## src/rtl/lsu_arbiter.sv

```systemverilog
// Round-robin arbiter funnelling per-LSU read/write requests onto one data-memory channel.
// Optional perf counters (perf_grants, perf_stall_cycles) are built when LSU_ARB_PERF_EN is defined.
module lsu_arbiter #(
  parameter int ADDR_BITS      = 8,
  parameter int DATA_BITS      = 8,
  parameter int NUM_REQUESTERS = 4
) (
  input  logic                                     clk,
  input  logic                                     reset,
  input  logic [NUM_REQUESTERS-1:0]                req_read_valid,
  input  logic [NUM_REQUESTERS-1:0][ADDR_BITS-1:0] req_read_address,
  output logic [NUM_REQUESTERS-1:0]                req_read_ready,
  output logic [NUM_REQUESTERS-1:0][DATA_BITS-1:0] req_read_data,
  input  logic [NUM_REQUESTERS-1:0]                req_write_valid,
  input  logic [NUM_REQUESTERS-1:0][ADDR_BITS-1:0] req_write_address,
  input  logic [NUM_REQUESTERS-1:0][DATA_BITS-1:0] req_write_data,
  output logic [NUM_REQUESTERS-1:0]                req_write_ready,
  output logic                                     mem_read_valid,
  output logic [ADDR_BITS-1:0]                     mem_read_address,
  input  logic                                     mem_read_ready,
  input  logic [DATA_BITS-1:0]                     mem_read_data,
  output logic                                     mem_write_valid,
  output logic [ADDR_BITS-1:0]                     mem_write_address,
  output logic [DATA_BITS-1:0]                     mem_write_data,
  input  logic                                     mem_write_ready,
  output logic                                     busy,
  output logic [$clog2(NUM_REQUESTERS)-1:0]        grant_id
`ifdef LSU_ARB_PERF_EN
  ,
  output logic [15:0]                              perf_grants,
  output logic [15:0]                              perf_stall_cycles
`endif
);

  // state      | meaning
  // IDLE       | no grant; scanning requesters from rr_ptr
  // READ_WAIT  | mem_read_valid held until mem_read_ready
  // WRITE_WAIT | mem_write_valid held until mem_write_ready
  // RELEASE    | ready held to granted LSU until its valid drops
  localparam int GW = $clog2(NUM_REQUESTERS);

  typedef enum logic [1:0] {IDLE, READ_WAIT, WRITE_WAIT, RELEASE} state_t;

  state_t                                 state_q, state_n;
  logic [GW-1:0]                          rr_ptr_q, rr_ptr_n, grant_n, rr_next;
  logic                                   mrv_n, mwv_n, busy_n;
  logic [ADDR_BITS-1:0]                   mra_n, mwa_n;
  logic [DATA_BITS-1:0]                   mwd_n;
  logic [NUM_REQUESTERS-1:0]              rrdy_n, wrdy_n;
  logic [NUM_REQUESTERS-1:0][DATA_BITS-1:0] rdata_n;
  logic                                   found;
  logic [GW-1:0]                          pick, scan_idx;
  logic [GW:0]                            scan_sum;

  assign rr_next = (grant_id == GW'(NUM_REQUESTERS - 1)) ? '0 : grant_id + GW'(1);

  always_comb begin
    state_n  = state_q;
    rr_ptr_n = rr_ptr_q;
    grant_n  = grant_id;
    mrv_n    = mem_read_valid;
    mra_n    = mem_read_address;
    mwv_n    = mem_write_valid;
    mwa_n    = mem_write_address;
    mwd_n    = mem_write_data;
    rrdy_n   = req_read_ready;
    wrdy_n   = req_write_ready;
    rdata_n  = req_read_data;
    found    = 1'b0;
    pick     = '0;
    scan_sum = '0;
    scan_idx = '0;

    // First requester at or after rr_ptr, wrapping modulo NUM_REQUESTERS
    for (int i = 0; i < NUM_REQUESTERS; i++) begin
      scan_sum = {1'b0, rr_ptr_q} + (GW+1)'(i);
      if (scan_sum >= (GW+1)'(NUM_REQUESTERS))
        scan_sum = scan_sum - (GW+1)'(NUM_REQUESTERS);
      scan_idx = scan_sum[GW-1:0];
      if (!found && (req_read_valid[scan_idx] || req_write_valid[scan_idx])) begin
        found = 1'b1;
        pick  = scan_idx;
      end
    end

    case (state_q)
      IDLE: begin
        if (found) begin
          grant_n = pick;
          if (req_read_valid[pick]) begin
            mrv_n   = 1'b1;
            mra_n   = req_read_address[pick];
            state_n = READ_WAIT;
          end else begin
            mwv_n   = 1'b1;
            mwa_n   = req_write_address[pick];
            mwd_n   = req_write_data[pick];
            state_n = WRITE_WAIT;
          end
        end
      end
      READ_WAIT: begin
        if (mem_read_ready) begin
          mrv_n             = 1'b0;
          rdata_n[grant_id] = mem_read_data;
          rrdy_n[grant_id]  = 1'b1;
          state_n           = RELEASE;
        end
      end
      WRITE_WAIT: begin
        if (mem_write_ready) begin
          mwv_n            = 1'b0;
          wrdy_n[grant_id] = 1'b1;
          state_n          = RELEASE;
        end
      end
      RELEASE: begin
        if ((req_read_ready[grant_id] && !req_read_valid[grant_id]) ||
            (req_write_ready[grant_id] && !req_write_valid[grant_id])) begin
          rrdy_n   = '0;
          wrdy_n   = '0;
          rr_ptr_n = rr_next;
          state_n  = IDLE;
        end
      end
      default: state_n = IDLE;
    endcase

    busy_n = (state_n != IDLE);
  end

  always_ff @(posedge clk) begin
    if (reset) begin
      state_q           <= IDLE;
      rr_ptr_q          <= '0;
      grant_id          <= '0;
      busy              <= 1'b0;
      mem_read_valid    <= 1'b0;
      mem_read_address  <= '0;
      mem_write_valid   <= 1'b0;
      mem_write_address <= '0;
      mem_write_data    <= '0;
      req_read_ready    <= '0;
      req_write_ready   <= '0;
      req_read_data     <= '0;
    end else begin
      state_q           <= state_n;
      rr_ptr_q          <= rr_ptr_n;
      grant_id          <= grant_n;
      busy              <= busy_n;
      mem_read_valid    <= mrv_n;
      mem_read_address  <= mra_n;
      mem_write_valid   <= mwv_n;
      mem_write_address <= mwa_n;
      mem_write_data    <= mwd_n;
      req_read_ready    <= rrdy_n;
      req_write_ready   <= wrdy_n;
      req_read_data     <= rdata_n;
    end
  end

`ifdef LSU_ARB_PERF_EN
  logic [NUM_REQUESTERS-1:0] others_waiting;

  assign others_waiting = (req_read_valid | req_write_valid) &
                          ~(NUM_REQUESTERS'(1) << grant_id);

  // Both counters saturate rather than wrap
  always_ff @(posedge clk) begin
    if (reset) begin
      perf_grants       <= '0;
      perf_stall_cycles <= '0;
    end else begin
      if (state_q == IDLE && state_n != IDLE && perf_grants != 16'hFFFF)
        perf_grants <= perf_grants + 16'd1;
      if (state_q != IDLE && |others_waiting && perf_stall_cycles != 16'hFFFF)
        perf_stall_cycles <= perf_stall_cycles + 16'd1;
    end
  end
`endif

endmodule

```

## config.mk

```make
export PLATFORM = sky130hd
export DESIGN_NAME = lsu_arbiter
export DESIGN_NICKNAME = d
export VERILOG_FILES = /design/src/rtl/lsu_arbiter.sv
export SDC_FILE = /design/constraint.sdc
export NUM_CORES = 1
export LEC_CHECK = 0
export ABC_AREA = 1
export CAP_MARGIN = 30
export CORE_MARGIN = 3
export CORE_UTILIZATION = 45
export CTS_CLUSTER_DIAMETER = 50
export DETAILED_ROUTE_END_ITERATION = 16
export DONT_BUFFER_PORTS = 1
export PLACE_DENSITY = 0.72
export REMOVE_ABC_BUFFERS = 1
export SETUP_SLACK_MARGIN = 0.15
export SYNTH_ARGS = -nofsm -noshare
export SYNTH_HDL_FRONTEND = slang
export SYNTH_SLANG_ARGS = --single-unit
```

## constraint.sdc

```tcl
create_clock -name clk -period 1.9 [get_ports clk]
set_input_delay 0.38 -clock clk [delete_from_list [all_inputs] [get_ports clk]]
set_output_delay 0.38 -clock clk [all_outputs]
set_load 0.1 [all_outputs]
```

==> flow_metrics.py, run 1 <==
metrics = {
    "place": {
        "placed_area_um2": 4920,
        "preCtsSetupSlack_ns": -0.360,
        "dp_hpwl_um": 9440,
        "place_congestion": 0.884,
        "portBuffers": 0,
    },
    "power": {
        "power_density_nw_per_um2": 1750,
        "leakage_nw": 2.66,
        "vdd_ir_drop_max_uv": 1230,
    },
    "floorplanning": {
        "initial_core_util_pct": 47.5,
        "rows": 34,
        "core_area_um2": 8930,
        "dieHeight_um": 103,
        "dieWidth_um": 103,
        "ioPinCount": 185,
        "fp.dieArea_um2": 10600,
    },
    "status": {
        "violations": "negative setup slack",
        "status": "finished with violations",
    },
    "sta": {
        "clock_skew_ns": 0.0171,
        "fin_hold_ws_ns": 0.0784,
        "period_minus_slack_ns": 2.17,
        "setup_tns_ns": -6.82,
        "tightest_slew_ns": 0.837,
        "rsz0062_at_grt": "yes",
        "slew_headroom_pct": 44.0,
        "finalHoldViolCount": 0,
        "fmax_mhz": 460,
        "min_period_over_period_pct": 114,
        "setup_ws_ns": -0.272,
        "slew_viol_final": 0,
        "setup_viol": 30,
    },
    "drt": {
        "wl_per_cell_um": 16.2,
        "initialDrtViolationCount": 242,
        "drc": 0,
        "via_per_inst": 5.50,
        "drt_wl_total_um": 14200,
        "ant_nets": 0,
        "dr.pass1.iters": 5,
        "vias": 4826,
    },
    "clocking": {
        "clock_sinks": 73,
        "cts-root-buf": "clkbuf_8",
        "htreeDepth": 3,
        "cts_made_buffers": 9,
        "clockBufferDepth": 2,
        "clk_transition_reported_paths_ns": 0.10,
        "clkLatencyLatePin_ns": 0.35,
        "cts_tree": "yes",
    },
    "yosys": {
        "synthTopCellsByArea": "dfxtp_1 (34%), nand2_1 (14%), nor2_1 (9.0%)",
        "postSynthCellCount": 672,
        "yosysMostFrequentCell": "nand2_1",
        "synth_seq_cells": 73,
        "synth_flop_cell": "dfxtp_1",
        "ys_types": 28,
        "synth-edff-count": 0,
        "synth-seq-area-share_pct": 34.4,
        "yosysTopAreaCell": "dfxtp_1",
        "synth_top_area_share_pct": 34.4,
        "synth_area_per_cell_um2": 6.32,
        "ys_warn_count": 0,
        "syn_area_um2": 4240,
        "async_reset_ff_share_pct": 0,
        "synth_commonest_cells": "nand2_1 (161), nor2_1 (102), inv_1 (76)",
    },
    "worst_setup_path": {
        "worstPathMaxFanout": 16,
        "crit_path_start": "rr_ptr_q[0]",
        "cp-end-kind": "flop",
        "crit_arrival_ns": 2.46,
        "crit_type": "reg -> reg",
        "startpoint_type": "flop",
        "worstPathRequired_ns": 2.19,
        "rr_startpoint": "rr_ptr_q[0]",
    },
    "layout": {
        "area_growth_pct": 33.7,
        "antenna_cells": 0,
        "finalInstanceArea_um2": 5680,
        "drive_gt1_share_pct": 26.5,
        "fin_util_pct": 63.5,
        "fin_nets": 885,
    },
    "global_routing": {
        "grt_overflow": 0,
        "antenna_found_initial": 0,
        "grt_max_degree": 35,
        "grt_pass1_wl_um": 21400,
        "track_usage_pct": 25.6,
        "grt_pass1_vias": 4563,
    },
    "run": {
        "maxCapViolCount": 0,
    },
    "worst_hold_path": {
        "holdCritStartpoint": "reset",
        "hp-class": "in -> reg",
    },
}
-- sequential cells by signal (all words and copies together) (netlist names), 2 cells and up --
| signal | flops |
|---|---|
| mem_write_address | 8 |
| grant_id | 2 |
| state_q | 2 |
| req_write_ready | 4 |
| req_read_data | 32 |
| rr_ptr_q | 2 |
| mem_write_data | 8 |
| req_read_ready | 4 |
| mem_read_address | 8 |
-- critical path, stage by stage, from the launching register on --
cell     delay [ns]
dfxtp_4        0.43
buf_6          0.15
nand2_1        0.07
o21ai_0        0.11
nand3_1        0.10
nand2_1        0.12
nand4_4        0.15
buf_6          0.16
nand4_1        0.13
nand2_2        0.07
nand2_2        0.09
nand3_4        0.12
buf_12         0.18
nand2_1        0.07
nand2_1        0.05
nor2_1         0.10
-- cells in the final DEF, fill, tap and decap left out, types with 9 or more instances in the layout --
cell type,n
nand3_4,10
nand3_1,42
buf_4,96
nand2_1,150
o21ai_1,49
dfxtp_1,70
clkbuf_8,9
a21oi_1,72
nor2_1,88
nand2_2,14
inv_1,73
nor2_2,11
-- through the flow --
stage,total power [W],cells
finish,0.00994,878
global route,0.0105,878
CTS,0.00968,873
detailed placement,0.00790,842
global placement,0.00777,842
floorplan,0.00655,636
-- worst paths after layout --
check	end	cells past startpoint	slack (ns)
min reg2reg	req_read_data[3]	2	0.46
min	req_read_data[18]	1	0.08
max	mem_write_data[0]	15	-0.27
max reg2reg	mem_write_data[0]	15	-0.27
-- area by class of cell --
cell class / instances / area, µm²
multi-input cells: 483 / 2470
repair buffers: 115 / 1070
well taps: 108 / 135
fillers: 786 / 3260
clock inverters: 7 / 82.6
inverters: 83 / 334
flip-flops and latches: 73 / 1470
clock buffers: 9 / 124
-- cells by family (layout without fill, tap and decap cells) --
| family | after synthesis | in the layout | share of synthesized area, % |
|---|---|---|---|
| flip-flops | 73 | 73 | 34.4 |
| AO/OA/AOI/OAI | 139 | 139 | 16.9 |
| adder cells (fa/ha/maj) | 4 | 4 | 1.18 |
| AND/OR/NAND/NOR | 337 | 340 | 34.2 |
| buffers and inverters | 119 | 214 | 13.2 |
-- repair_timing --
action	4_1_cts	5_1_grt
buffers inserted	9	3
hold buffers	0	0
gates resized for setup	47	42
pin swaps	12	28
setup endpoints to repair	31	36
gates cloned	6	2
-- power breakdown --
part	switching (W)	internal (W)	leakage (nW)
Clock	0.000665	0.000630	0.0988
Sequential	0.000174	0.00191	0.597
Combinational	0.00478	0.00178	1.96
Total	0.00561	0.00432	2.66
-- metal layers --
layer | track usage [%] | vias to the layer above | wire, µm
li1 | - | 2337 | -
met1 | 28.5 | 2223 | 5280
met2 | 44.5 | 216 | 7330
met3 | 7.10 | 50 | 1110
met4 | 12.9 | 0 | 507
met5 | 0 | - | 0
Power figures use the tool's default switching activity.
==> run 2, diff against run 1 <==
ABC_AREA = unset   (was 1)
SETUP_SLACK_MARGIN = unset   (was 0.15)
==> run 2 against run 1 <==
  * The run still ends with negative setup slack left
  * Final cell count down 27%
  * Combinational power down 77%
  * Clock power up 6%
  * Clock-buffer cell count up 1
  * Die area down 12%
  * Core utilization up 0.73 points
  * Global-route usage down 3.4 points
  * Clock skew down 0.0045 ns
  * Synthesized cell count down 34%
  * Register-to-register slack better by 0.11 ns
  * Critical endpoint is now mem_read_address[4]
  * Largest cell class unchanged
  * Largest power group is now registers
==> flow_metrics.py, run 2 <==
metrics = {
    "run": {
        "maxCapViolCount": 0,
    },
    "drt": {
        "drc": 0,
        "ant_nets": 0,
        "vias": 3591,
        "dr.pass1.iters": 4,
        "initialDrtViolationCount": 132,
        "via_per_inst": 5.63,
        "wl_per_cell_um": 18.5,
        "drt_wl_total_um": 11800,
    },
    "power": {
        "vdd_ir_drop_max_uv": 629,
        "leakage_nw": 2.08,
        "power_density_nw_per_um2": 887,
    },
    "place": {
        "preCtsSetupSlack_ns": -0.501,
        "dp_hpwl_um": 7970,
        "placed_area_um2": 4420,
        "portBuffers": 0,
        "dp_cells": 609,
        "place_congestion": 0.857,
    },
    "status": {
        "status": "finished with violations",
        "violations": "negative setup slack",
    },
    "clocking": {
        "clk_transition_reported_paths_ns": 0.09,
        "clock_sinks": 73,
        "cts_made_buffers": 9,
        "htreeDepth": 3,
        "clkLatencyLatePin_ns": 0.35,
        "cts_tree": "yes",
        "cts-root-buf": "clkbuf_8",
        "clockBufferDepth": 2,
    },
    "yosys": {
        "yosysMostFrequentCell": "nand2_1",
        "synth-edff-count": 0,
        "synthSimpleGateAreaFrac_pct": 18.0,
        "synth-seq-area-share_pct": 39.2,
        "synth_area_per_cell_um2": 8.37,
        "synth_seq_cells": 73,
        "synth_xor_area_share_pct": 0,
        "ys_warn_count": 0,
        "ys_types": 38,
        "synth_compound_area_share_pct": 21.0,
        "synth_top_area_share_pct": 39.2,
        "synth_flop_cell": "dfxtp_1",
        "async_reset_ff_share_pct": 0,
        "yosysTopAreaCell": "dfxtp_1",
        "yosys.area_share.adder_pct": 1.34,
        "postSynthCellCount": 445,
        "synthMuxAreaShare_pct": 15.3,
        "synth_top_family_by_area": "compound AO/OA/AOI/OAI gates",
        "syn_area_um2": 3720,
        "synth_commonest_cells": "nand2_1 (100), a21oi_1 (73), dfxtp_1 (73)",
        "synthTopCellsByArea": "dfxtp_1 (39%), nand2_1 (10%), a21oi_1 (9.8%)",
    },
    "worst_setup_path": {
        "cp_slowest_cell": "dfxtp_4",
        "max_stage_delay_ns": 0.37,
        "rr_startpoint": "rr_ptr_q[1]",
        "startpoint_type": "flop",
        "worstPathRequired_ns": 2.13,
        "crit_arrival_ns": 2.29,
        "reg2reg_depth": 8,
        "crit_path_start": "rr_ptr_q[1]",
        "worstPathMaxFanout": 5,
        "path_cells": "buf_6, o32ai_4, buf_6, mux2i_4, buf_4, o22ai_4, buf_12, mux2_4",
        "crit_path_frequent_cell": "buf_6",
        "cp-end-kind": "flop",
        "cp.depth": 8,
        "path_buf_inv": 4,
        "crit_family": "buffers and inverters",
        "crit_type": "reg -> reg",
    },
    "layout": {
        "drive_gt1_share_pct": 31.9,
        "top_register": "req_read_data",
        "largest_reg_flops": 32,
        "fillers": 639,
        "area_growth_pct": 36.1,
        "finalInstanceArea_um2": 5070,
        "layout_commonest_cell": "nand2_1",
        "fin_nets": 651,
        "antenna_cells": 0,
        "final_cell_mix": "nand2_1 (99), buf_4 (87), a21oi_1 (72)",
        "instances_no_fill": 638,
    },
    "sta": {
        "period_minus_slack_ns": 2.06,
        "fmax_mhz": 485,
        "slew_headroom_pct": 67.3,
        "finalHoldViolCount": 0,
        "slew_viol_final": 0,
        "setup_ws_ns": -0.160,
        "setup_viol": 27,
        "rsz0062_at_grt": "yes",
        "tightest_slew_ns": 0.488,
        "clock_skew_ns": 0.0126,
        "min_period_over_period_pct": 108,
    },
    "global_routing": {
        "grtUsageMet1_pct": 24.4,
        "antenna_found_initial": 0,
        "met2_usage_pct": 38.9,
        "track_usage_pct": 22.2,
        "grt.busiest_layer": "met2",
        "grt_overflow": 0,
        "met3_usage_pct": 10.2,
        "grt_pass1_vias": 3484,
        "grt_pass1_wl_um": 17200,
        "grt_max_degree": 91,
    },
    "floorplanning": {
        "dieWidth_um": 97.0,
        "initial_core_util_pct": 47.2,
        "dieHeight_um": 97.0,
        "rows": 32,
        "ioPinCount": 185,
        "core_area_um2": 7890,
        "fp.dieArea_um2": 9410,
    },
    "worst_hold_path": {
        "holdCritStartpoint": "reset",
        "hold_depth": 1,
        "hp-class": "in -> reg",
    },
}
-- run 2: timing repair --
action | CTS | global route
setup endpoints to repair | 28 | 28
setup buffers | 3 | 6
hold buffers | 0 | 0
pin swaps | 3 | 22
cloned | 0 | 4
gates resized for setup | 15 | 43
-- run 2: metal layers --
layer / wire [µm] / part of all wire [%]
met1: 4400 / 37
met2: 5900 / 50
met3: 1250 / 11
met4: 225 / 1.9
met5: 0 / 0
-- run 2: final cells by class --
cell class	count	area, µm²	area share [%]
clock buffers	10	128	2.52
clock inverters	6	90.1	1.78
inverters	11	41.3	0.815
multi-input cells	330	2250	44.4
flip-flops and latches	73	1470	28.9
well taps	102	128	2.52
repair buffers	106	963	19.0
-- run 2: final timing paths --
kind / end / slack [ns]
worst max-delay path: mem_read_address[4] / -0.16
worst min-delay path: rr_ptr_q[0] / 0.08
worst max register to register: mem_read_address[4] / -0.16
worst min register to register: req_read_data[9] / 0.45
-- run 2: logic make-up after synthesis --
logic type | Yosys count
AO/OA/AOI/OAI | 119
adder cells (fa/ha/maj) | 4
buffers and inverters | 43
flip-flops | 73
multiplexers | 52
AND/OR/NAND/NOR | 154
-- run 2: where the power goes --
group	switching [W]	total, W	internal, W
combinational	0.00101	0.00148	0.000470
sequential	0.0000338	0.00166	0.00162
clock	0.000618	0.00137	0.000747
-- run 2: worst reg2reg max path, stage by stage, from the launching register on --
cell and delay, ns:
dfxtp_4 0.37, buf_6 0.12, o32ai_4 0.31, buf_6 0.16
mux2i_4 0.28, buf_4 0.17, o22ai_4 0.08, buf_12 0.16
mux2_4 0.30
-- run 2: per-stage QoR --
step                utilization (%)  hold WS (ns)  TNS (ns)  power (W)
finish                         64.3        0.0803     -2.54    0.00450
global route                   64.3        0.0606     -4.05    0.00467
CTS                            60.1        0.0763     -1.17    0.00440
detailed placement             56.1         0.444    -11.77    0.00299
global placement               56.1         0.436    -10.67    0.00296
floorplan                         -         0.449    -45.84    0.00271
==> run 3, diff against run 2 <==
CELL_PAD_IN_SITES_DETAIL_PLACEMENT = 1   (was unset)
CELL_PAD_IN_SITES_GLOBAL_PLACEMENT = 2   (was unset)
CORE_MARGIN = unset   (was 3)
CORE_UTILIZATION = 31   (was 45)
PLACE_DENSITY = 0.86   (was 0.72)
==> run 3 against run 2 <==
  * The run ends with design-rule violations, negative setup slack left
  * Non-clock buffer count up 1
  * Sequential power barely moved
  * Register-to-register slack lost 0.02 ns
  * Highest routed layer unchanged
==> flow_metrics.py, run 3 (synthesized netlist as in run 2, its figures left out) <==
metrics = {
    "power": {
        "pwr-share-clk_pct": 33.2,
        "comb_power_share_pct": 31.7,
        "power_density_nw_per_um2": 910,
        "internal_power_w": 0.00304,
        "seqPwrFrac_pct": 35.1,
        "p_switching_w": 0.00169,
        "leakage_nw": 2.11,
        "swShare_pct": 35.7,
        "vdd_ir_drop_max_uv": 400,
    },
    "sta": {
        "slew_viol_final": 0,
        "fmax_mhz": 482,
        "slew_headroom_pct": 67.2,
        "finalHoldViolCount": 0,
        "clock_skew_ns": 0.00695,
        "min_period_over_period_pct": 109,
        "period_minus_slack_ns": 2.08,
        "tightest_slew_ns": 0.491,
        "setup_viol": 26,
        "setup_ws_ns": -0.176,
        "rsz0062_at_grt": "yes",
    },
    "status": {
        "status": "finished with violations",
        "violations": "design-rule violations, negative setup slack",
    },
    "layout": {
        "instances_no_fill": 677,
        "fin_nets": 651,
        "drive_gt1_share_pct": 33.1,
        "top_register": "req_read_data",
        "final_cell_mix": "nand2_1 (99), buf_4 (91), a21oi_1 (71), dfxtp_1 (71), nor2b_1 (24)",
        "fillers": 1367,
        "layout_commonest_cell": "nand2_1",
        "antenna_cells": 0,
        "largest_reg_flops": 32,
        "area_growth_pct": 39.5,
    },
    "worst_setup_path": {
        "max_stage_delay_ns": 0.35,
        "path_cells": "o21a_1, o311ai_4, and2_4, buf_6, clkbuf_16, mux2i_4, a221oi_2, mux2_4",
        "startpoint_type": "flop",
        "crit_arrival_ns": 2.30,
        "worstPathMaxFanout": 6,
        "cp-end-kind": "flop",
        "cp_slowest_cell": "dfxtp_4",
        "worstPathRequired_ns": 2.12,
        "crit_type": "reg -> reg",
    },
    "clocking": {
        "clock_sinks": 73,
        "htreeDepth": 3,
        "clk_transition_reported_paths_ns": 0.06,
        "cts_tree": "yes",
        "clkLatencyLatePin_ns": 0.34,
        "cts-root-buf": "clkbuf_16",
        "clockBufferDepth": 2,
        "cts_made_buffers": 9,
    },
    "floorplanning": {
        "dieHeight_um": 112,
        "initial_core_util_pct": 32.2,
        "fp.dieArea_um2": 12500,
        "core_area_um2": 11600,
        "dieWidth_um": 112,
        "rows": 39,
        "ioPinCount": 185,
    },
    "drt": {
        "vias": 3683,
        "wl_per_cell_um": 20.5,
        "initialDrtViolationCount": 200,
        "ant_nets": 0,
        "dr.pass1.iters": 10,
        "via_per_inst": 5.44,
        "drt_wl_total_um": 13900,
        "drc": 10,
    },
    "worst_hold_path": {
        "hp-class": "in -> reg",
    },
    "place": {
        "dp_hpwl_um": 8990,
        "preCtsSetupSlack_ns": -0.441,
        "portBuffers": 0,
        "place_congestion": 0.877,
        "dp_cells": 647,
    },
    "global_routing": {
        "grt_pass1_wl_um": 19700,
        "antenna_found_initial": 0,
        "grt_max_degree": 91,
        "grt_pass1_vias": 3790,
        "track_usage_pct": 20.5,
        "grt_overflow": 0,
    },
    "run": {
        "maxCapViolCount": 0,
    },
}
==> run 3: power groups by stage <==
| stage | logic [W] | registers (W) | clock network (W) |
|---|---|---|---|
| CTS | 0.00139 | 0.00166 | 0.00162 |
| global route | 0.00156 | 0.00167 | 0.00169 |
| detailed placement | 0.00135 | 0.00169 | 0 |
| finish | 0.00150 | 0.00166 | 0.00157 |
| global placement | 0.00132 | 0.00169 | 0 |
| floorplan | 0.000368 | 0.00234 | 0 |
==> run 3: final cells by class <==
| cell class | instances | area, µm² | area share (%) |
|---|---|---|---|
| Clock buffer | 11 | 253 | 4.86 |
| Tap cell | 143 | 179 | 3.44 |
| Multi-Input combinational cell | 329 | 2260 | 43.5 |
| Sequential cell | 73 | 1470 | 28.2 |
| Clock inverter | 3 | 17.5 | 0.337 |
| Timing Repair Buffer | 107 | 981 | 18.9 |
| Inverter | 11 | 41.3 | 0.794 |
==> run 3: worst paths after layout <==
| kind | to | depth (start not counted) | startpoint | slack, ns |
|---|---|---|---|---|
| worst max register to register | mem_read_address[1] | 8 | rr_ptr_q[1] | -0.18 |
| worst min register to register | req_read_data[12] | 2 | req_read_data[12] | 0.45 |
| worst min-delay path | req_read_data[19] | 1 | reset | 0.11 |
| worst max-delay path | mem_read_address[1] | 8 | rr_ptr_q[1] | -0.18 |
==> run 3: critical path, delay by kind of cell, from the launching register on <==
kind	cells	cell delay, ns
AO/OA/AOI/OAI	3	0.54
buffers and inverters	2	0.30
flip-flops	1	0.35
multiplexers	2	0.49
AND/OR/NAND/NOR	1	0.27
==> run 3: routing by layer <==
| metal | part of all wire, % | wire, µm | vias to the layer above | GRT usage (%) |
|---|---|---|---|---|
| li1 | - | - | 1729 | - |
| met5 | 0 | 0 | - | 0 |
| met3 | 7.3 | 1010 | 18 | 6.53 |
| met2 | 52 | 7200 | 151 | 37.5 |
| met1 | 39 | 5430 | 1785 | 22.0 |
| met4 | 1.7 | 238 | 0 | 7.84 |
==> run 3: timing repair <==
item	in CTS	in global routing
gates cloned	2	4
pin swaps	4	13
endpoints found under the setup margin	26	34
resized for setup	20	31
buffers inserted	3	7
hold buffers	0	0
==> run 3: per-stage QoR <==
step / setup TNS, ns / total power, W / instance area [µm²] / util (%) / hold WS (ns)
finish: -3.57 / 0.00473 / 5200 / 44.9 / 0.107
global route: -4.92 / 0.00492 / 5200 / 44.9 / 0.0925
CTS: -0.638 / 0.00467 / 4910 / 42.5 / 0.0985
detailed placement: -9.98 / 0.00304 / 4480 / 38.7 / 0.443
global placement: -7.65 / 0.00301 / 4480 / 38.7 / 0.437
floorplan: -45.84 / 0.00271 / 3570 / - / 0.449
